`src/rtl/dec_pkg.sv`:
```
// Shared widths and FIFO state encoding for the 3-to-8 decoder pipeline.
package dec_pkg;

    localparam int CODE_W = 3;
    localparam int OH_W   = 8;

    typedef enum logic [1:0] {
        EMPTY = 2'd0,
        ONE   = 2'd1,
        TWO   = 2'd2
    } fifo_state_t;

endpackage : dec_pkg

```
`src/rtl/dec3to8_core.sv`:
```
// Combinational 3-to-8 one-hot decode; an all-zero source decodes to no bit set.
module dec3to8_core
    import dec_pkg::*;
(
    input  logic [CODE_W-1:0] code,
    input  logic              nz,
    output logic [OH_W-1:0]   onehot
);

    always_comb begin
        // NOTE: default first so every path assigns onehot; otherwise a latch is inferred.
        onehot = '0;
        if (nz) begin
            onehot[code] = 1'b1;
        end
    end

endmodule : dec3to8_core

```
`src/rtl/dec3to8_pipe.sv`:
```
// Decoder feeding a 2-entry valid/ready FIFO, plus a sticky OR-accumulator of accepted words.
module dec3to8_pipe
    import dec_pkg::*;
(
    input  logic              clk,
    input  logic              rst_n,
    input  logic              in_valid,
    output logic              in_ready,
    input  logic [CODE_W-1:0] in_code,
    input  logic              in_nz,
    output logic              out_valid,
    input  logic              out_ready,
    output logic [OH_W-1:0]   out_onehot,
    input  logic              acc_clr,
    output logic [OH_W-1:0]   acc_mask,
    output logic              acc_full
);

    fifo_state_t     state;
    fifo_state_t     state_nxt;
    logic [OH_W-1:0] dec_word;
    logic [OH_W-1:0] head;
    logic [OH_W-1:0] tail;
    logic            push;
    logic            pop;

    dec3to8_core u_core (
        .code   (in_code),
        .nz     (in_nz),
        .onehot (dec_word)
    );

    assign push = in_valid && in_ready;
    assign pop  = out_valid && out_ready;

    // NOTE: state uses non-blocking assignments so every flop samples pre-edge values.
    always_ff @(posedge clk or negedge rst_n) begin
        if (!rst_n) begin
            state <= EMPTY;
        end else begin
            state <= state_nxt;
        end
    end

    always_comb begin
        state_nxt = state;
        unique case (state)
            EMPTY: if (push) state_nxt = ONE;
            ONE: begin
                if (push && !pop)      state_nxt = TWO;
                else if (!push && pop) state_nxt = EMPTY;
            end
            TWO:     if (pop) state_nxt = ONE;
            default: state_nxt = EMPTY;
        endcase
    end

    // Handshake flags depend only on state, so in_ready never sees out_ready combinationally.
    always_comb begin
        in_ready  = 1'b1;
        out_valid = 1'b0;
        unique case (state)
            EMPTY: begin
                in_ready  = 1'b1;
                out_valid = 1'b0;
            end
            ONE: begin
                in_ready  = 1'b1;
                out_valid = 1'b1;
            end
            TWO: begin
                in_ready  = 1'b0;
                out_valid = 1'b1;
            end
            default: begin
                in_ready  = 1'b0;
                out_valid = 1'b0;
            end
        endcase
    end

    // NOTE: only two words of storage, so both entries are reset to give a defined out_onehot.
    always_ff @(posedge clk or negedge rst_n) begin
        if (!rst_n) begin
            head <= '0;
            tail <= '0;
        end else begin
            unique case (state)
                EMPTY: if (push) head <= dec_word;
                ONE: begin
                    if (push && pop) head <= dec_word;
                    else if (push)   tail <= dec_word;
                end
                TWO:     if (pop) head <= tail;
                default: ;
            endcase
        end
    end

    assign out_onehot = head;

    // A clear coinciding with an accepted word keeps only that word.
    always_ff @(posedge clk or negedge rst_n) begin
        if (!rst_n) begin
            acc_mask <= '0;
        end else if (push) begin
            acc_mask <= acc_clr ? dec_word : (acc_mask | dec_word);
        end else if (acc_clr) begin
            acc_mask <= '0;
        end
    end

    assign acc_full = &acc_mask;

endmodule : dec3to8_pipe

```
`config.mk`:
```
export PLATFORM = sky130hd
export DESIGN_NAME = dec3to8_pipe
export DESIGN_NICKNAME = d
export VERILOG_FILES = /design/src/rtl/dec_pkg.sv /design/src/rtl/dec3to8_core.sv /design/src/rtl/dec3to8_pipe.sv
export SDC_FILE = /design/constraint.sdc
export NUM_CORES = 1
export LEC_CHECK = 0
export ABC_AREA = 1
export CAP_MARGIN = 20
export CORE_UTILIZATION = 54
export CTS_CLUSTER_DIAMETER = 40
export DETAILED_ROUTE_END_ITERATION = 8
export PLACE_DENSITY = 0.92
export SLEW_MARGIN = 20
export SYNTH_ARGS = -nofsm -noshare
export SYNTH_HDL_FRONTEND = slang
export SYNTH_SLANG_ARGS = --single-unit
```
`constraint.sdc`:
```
create_clock -name clk -period 4.9 [get_ports clk]
set_clock_uncertainty 0.15 [all_clocks]
set_input_delay 0.98 -clock clk [delete_from_list [all_inputs] [get_ports clk]]
set_output_delay 0.98 -clock clk [all_outputs]
set_load 0.05 [all_outputs]
```
==> results of run 1 <==
-- synth_stat cells, drive strengths merged --
| library cell | count |
|---|---|
| nand3 | 7 |
| o21ai | 11 |
| dfrtp | 26 |
| nand2 | 80 |
| nor3 | 1 |
| nor2 | 8 |
| o22ai | 5 |
| ha | 6 |
| a21oi | 2 |
| nand4 | 2 |
| buf | 2 |
| inv | 25 |
-- worst max path at each step --
stage,start,end,depth (start not counted)
2_1_floorplan,acc_mask[7],acc_full,2
3_3_place_gp,state[0],in_ready,5
3_5_place_dp,state[0],in_ready,5
4_1_cts,state[0],in_ready,5
5_1_grt,state[0],in_ready,5
6_report,state[0],in_ready,5
-- per-stage QoR --
step	power (W)	hold WS [ns]	instance area, um^2	worst slack, ns	cells
final	0.000904	0.346	1680	1.66	231
after global placement	0.000796	0.311	1660	2.12	228
after CTS	0.000910	0.351	1680	1.65	231
after detailed placement	0.000821	0.319	1660	2.03	228
after floorplan	0.000670	0.299	1370	2.31	175
after global routing	0.000961	0.373	1680	1.56	231
-- routing by layer --
layer | vias to the layer above | track usage
met2 | 41 | 0.466
met3 | 10 | 0.0435
met4 | 0 | 0.132
met5 | - | 0
li1 | 608 | -
met1 | 593 | 0.297
-- cell type report --
type	instances	area (um^2)	area share
clock buffers	3	22.5	0.0134
inverters	25	93.8	0.0560
multi-input cells	122	609	0.363
flip-flops and latches	26	651	0.388
well taps	28	35.0	0.0209
repair buffers	27	265	0.158
-- state kept, by name (all words and copies together) (netlist names) --
name,cells
tail,8
state,2
acc_mask,8
out_onehot,8
-- power by group through the flow --
stage / Combinational [W] / Sequential, W / Clock [W]
after floorplan: 0.000245 / 0.000425 / 0
after global placement: 0.000486 / 0.000310 / 0
after detailed placement: 0.000504 / 0.000317 / 0
after CTS: 0.000505 / 0.000313 / 0.0000919
after global routing: 0.000539 / 0.000319 / 0.000103
final: 0.000501 / 0.000313 / 0.0000901
-- cells by family after synthesis --
kind of cell,share of synthesized area
adders and majority gates,0.0548
DFF,0.475
AOI/OAI and AO/OA,0.0868
and+or+nand+nor,0.303
buffers and inverters,0.0804
-- critical path, delay by kind of cell, from the launching register on --
kind          cells  cell delay, ns
simple gates      1            0.09
fa+ha+maj         1            0.25
buf+inv           3            1.01
flops             1            0.45
==> impl_metrics.ini, run 1 <==
[min_path]
hold_depth = 2
min_to = out_onehot[5]
min_from = out_onehot[5]
hold_path_class = reg2reg

[pwr]
powerDensity_nw_per_um2 = 539
switching_power_w = 0.000444
intPower_w = 0.000460
vdd_drop_max_mv = 0.557
p_seq_frac = 0.346
combPwrFrac = 0.554
clkPwrFrac = 0.100
swShare = 0.491
leakagePower_nw = 0.849

[global_route]
grt_max_degree = 27
grt_pass1_wl_um = 5130
grt_pass1_vias = 1173
track_usage = 0.262
grt_overflow_total = 0
grt_antenna_before_repair = 0

[clock_tree]
cts_buffers = 3
post-cts-setup-buffers = 0
cts_resized = 0
hold_buffers = 0
htreeDepth = 1
clk_latency_ns = 0.32
cts.sinks = 26
tritoncts = built
ctsLongestPathBuffers = 2
clk_pin_slew_worst_paths_ns = 0.13
root_buffer = clkbuf_4

[sta]
setup_viol = 0
hold_violations = 0
tightestPinTransition_ns = 0.557
fin_crit_ns = 3.24
timing.slew.headroom = 0.629
clock.fmax_mhz = 309
drv_slew = 0
finalCritPeriodShare = 0.661
grt_setup_unrepaired = no
fin_tns_setup_ns = 0

[worst_setup_path]
critPathKind = reg2out
slowest_delay_ns = 0.80
r2r_start = state[0]
cp.arrival_ns = 2.11
critPathLaunchType = register
r2r_slack_ns = 2.62
crit_required_ns = 3.77
reg2reg_depth = 11
reg2reg_to = state[1]
cp-end-kind = output port
crit_fanout = 4
path_cells = inv_1 > ha_1 > inv_1 > nand2_2 > clkdlybuf4s50_1
cpMaxStageDelayCell = clkdlybuf4s50_1
path_common_cell = inv_1

[logic_synthesis]
yosysTopAreaCell = dfrtp_1
synth_top_area_share = 0.475
synthesis.nets = 190
synth_seq_cells = 26
synth_area_um2 = 1370
synthDistinctLibCells = 21
yosysSeqAreaShare = 0.475
syn_area_per_cell_um2 = 7.83
ys_warn_count = 0
synthCells = 175
ys_top_cells_by_area = dfrtp_1 (47%), nand2_1 (20%), ha_1 (5.5%)

[route]
top_layer_used = met4
first_iter_violations = 29
routed_wl_um = 3000
met1_length_um = 1200
first_pass_iters = 4
dr_wl_met3_um = 109
drt-wirelength-per-cell_um = 13.0
vias = 1252
route.met2.wl_um = 1600
post_drt_via_cell_ratio = 5.42
ant_nets = 0
drc = 0

[die]
coreArea_um2 = 2300
num_rows = 17
die_y_um = 52.4
initial_core_util = 0.596
io_pins = 28
die_x_um = 52.4
die-area_um2 = 2740

[layout]
num_antenna_cells = 0
final_common_cell = nand2_1
drive_gt1_frac = 0.0985
final_util = 0.730
nFillCells = 169
syn2layout_area_growth_pct = 22.4
finalNetCount = 220
layout_common_cells = nand2_1 (74), dfrtp_1 (26), clkdlybuf4s50_1 (26)

[placement]
place.gp.congestion = 0.856
hpwl_um = 2380
port_buffers = 27

[run]
cap_violations = 0

[status]
status = finished, final reports clean
No activity file was read; power rests on OpenSTA's default activity.
==> run 2: changes to the inputs <==
Settings changed: CORE_UTILIZATION 54 to 50, PLACE_DENSITY 0.92 to 0.87.
Clock period 4.9 ns to 3.2 ns, I/O delays scaled along.
==> run 2 against run 1 <==
Power increased by 57%. Flip-flop and latch count unchanged. Sequential power increased by 52%. Worst hold slack better by 0.0014 ns. Sequential share of layout area decreased by 0.65 points. Via count grew 0.40%. First-iteration DRC count rose by 83%. Worst setup slack got worse by 1.3 ns. Cell area grew 1.7%. Critical path type unchanged.
==> impl_metrics.ini, run 2 (synthesis gave the netlist of run 1 again) <==
[sta]
tightestPinTransition_ns = 0.507
drv_slew = 0
hold_violations = 0
setup_viol = 0
timing.slew.headroom = 0.661
fin_tns_setup_ns = 0
clock.fmax_mhz = 347
finalCritPeriodShare = 0.901
grt_setup_unrepaired = no
fin_crit_ns = 2.88
fin_hold_ws_ns = 0.347

[layout]
final_common_cell = nand2_1
layout_common_cells = nand2_1 (74), clkdlybuf4s50_1 (27), dfrtp_1 (26)
num_antenna_cells = 0
finalNetCount = 221
syn2layout_area_growth_pct = 24.5
fin_cells = 235
drive_gt1_frac = 0.102
final_util = 0.676

[route]
vias = 1257
first_pass_iters = 7
drt-wirelength-per-cell_um = 13.0
first_iter_violations = 53
routed_wl_um = 3060
drc = 0
ant_nets = 0
post_drt_via_cell_ratio = 5.35

[pwr]
vdd_drop_max_mv = 0.595
powerDensity_nw_per_um2 = 831
leakagePower_nw = 0.861

[worst_setup_path]
cp.arrival_ns = 2.09
reg2reg_depth = 11
crit_fanout = 4
slowest_delay_ns = 0.80
path_cells = inv_1 > ha_1 > inv_1 > nand2_2 > clkdlybuf4s50_1
path_common_cell = inv_1
critPathLaunchType = register
critPathKind = reg2out
crit_required_ns = 2.41
cp-end-kind = output port
cpMaxStageDelayCell = clkdlybuf4s50_1

[placement]
hpwl_um = 2360
place_inst = 231
port_buffers = 27
place.gp.congestion = 0.874

[die]
die-area_um2 = 2950
coreArea_um2 = 2520
die_x_um = 54.3
die_y_um = 54.3
num_rows = 18
io_pins = 28
initial_core_util = 0.543

[clock_tree]
clk_latency_ns = 0.32
htreeDepth = 1
root_buffer = clkbuf_4
post-cts-setup-buffers = 0
ctsLongestPathBuffers = 2
cts_resized = 0
tritoncts = built
hold_buffers = 0
cts_buffers = 3
clk_pin_slew_worst_paths_ns = 0.14
cts.sinks = 26

[min_path]
hold_depth = 2
hold_path_class = reg2reg

[global_route]
track_usage = 0.249
grt_antenna_before_repair = 0
grt_pass1_wl_um = 5190
grt_max_degree = 27
grt_pass1_vias = 1229
grt_overflow_total = 0

[run]
cap_violations = 0

[status]
status = finished, final reports clean
==> run 2: metal layers <==
layer | share of wire | GRT usage
met1 | 0.41 | 0.291
met2 | 0.52 | 0.443
met3 | 0.053 | 0.0333
met4 | 0.016 | 0.120
met5 | 0 | 0
==> run 2: where the power goes <==
part | internal [W] | total, W | switching, W
clock network | 0.0000697 | 0.000167 | 0.0000971
registers | 0.000420 | 0.000476 | 0.0000565
logic | 0.000242 | 0.000773 | 0.000531
==> run 2: worst paths after layout <==
check / slack (ns) / endpoint / start
max in group asynchronous: 2.14 / acc_mask[0] / rst_n
max reg2reg: 0.88 / tail[1] / state[0]
min in group asynchronous: 0.52 / acc_mask[7] / rst_n
max: 0.32 / in_ready / state[0]
min reg2reg: 0.35 / out_onehot[0] / out_onehot[0]
min: 0.35 / out_onehot[0] / out_onehot[0]
==> run 2: cell type report <==
type / count / area [um^2]
Inverter: 25 / 93.8
Sequential cell: 26 / 651
Timing Repair Buffer: 28 / 278
Multi-Input combinational cell: 122 / 609
Tap cell: 30 / 37.5
Fill cell: 222 / 817
Clock buffer: 4 / 36.3
==> run 2: stage by stage <==
step	setup WS, ns	area [um^2]	total power [W]
6_report	0.316	1710	0.00142
5_1_grt	0.215	1710	0.00150
4_1_cts	0.293	1710	0.00142
3_5_place_dp	0.683	1670	0.00126
3_3_place_gp	0.759	1670	0.00122
2_1_floorplan	0.954	1370	0.00103
==> run 2: critical path: cells and delay by family (launching register included) <==
family	cells	cell delay, ns
fa+ha+maj	1	0.23
flops	1	0.44
buf+inv	3	1.00
simple gates	1	0.09
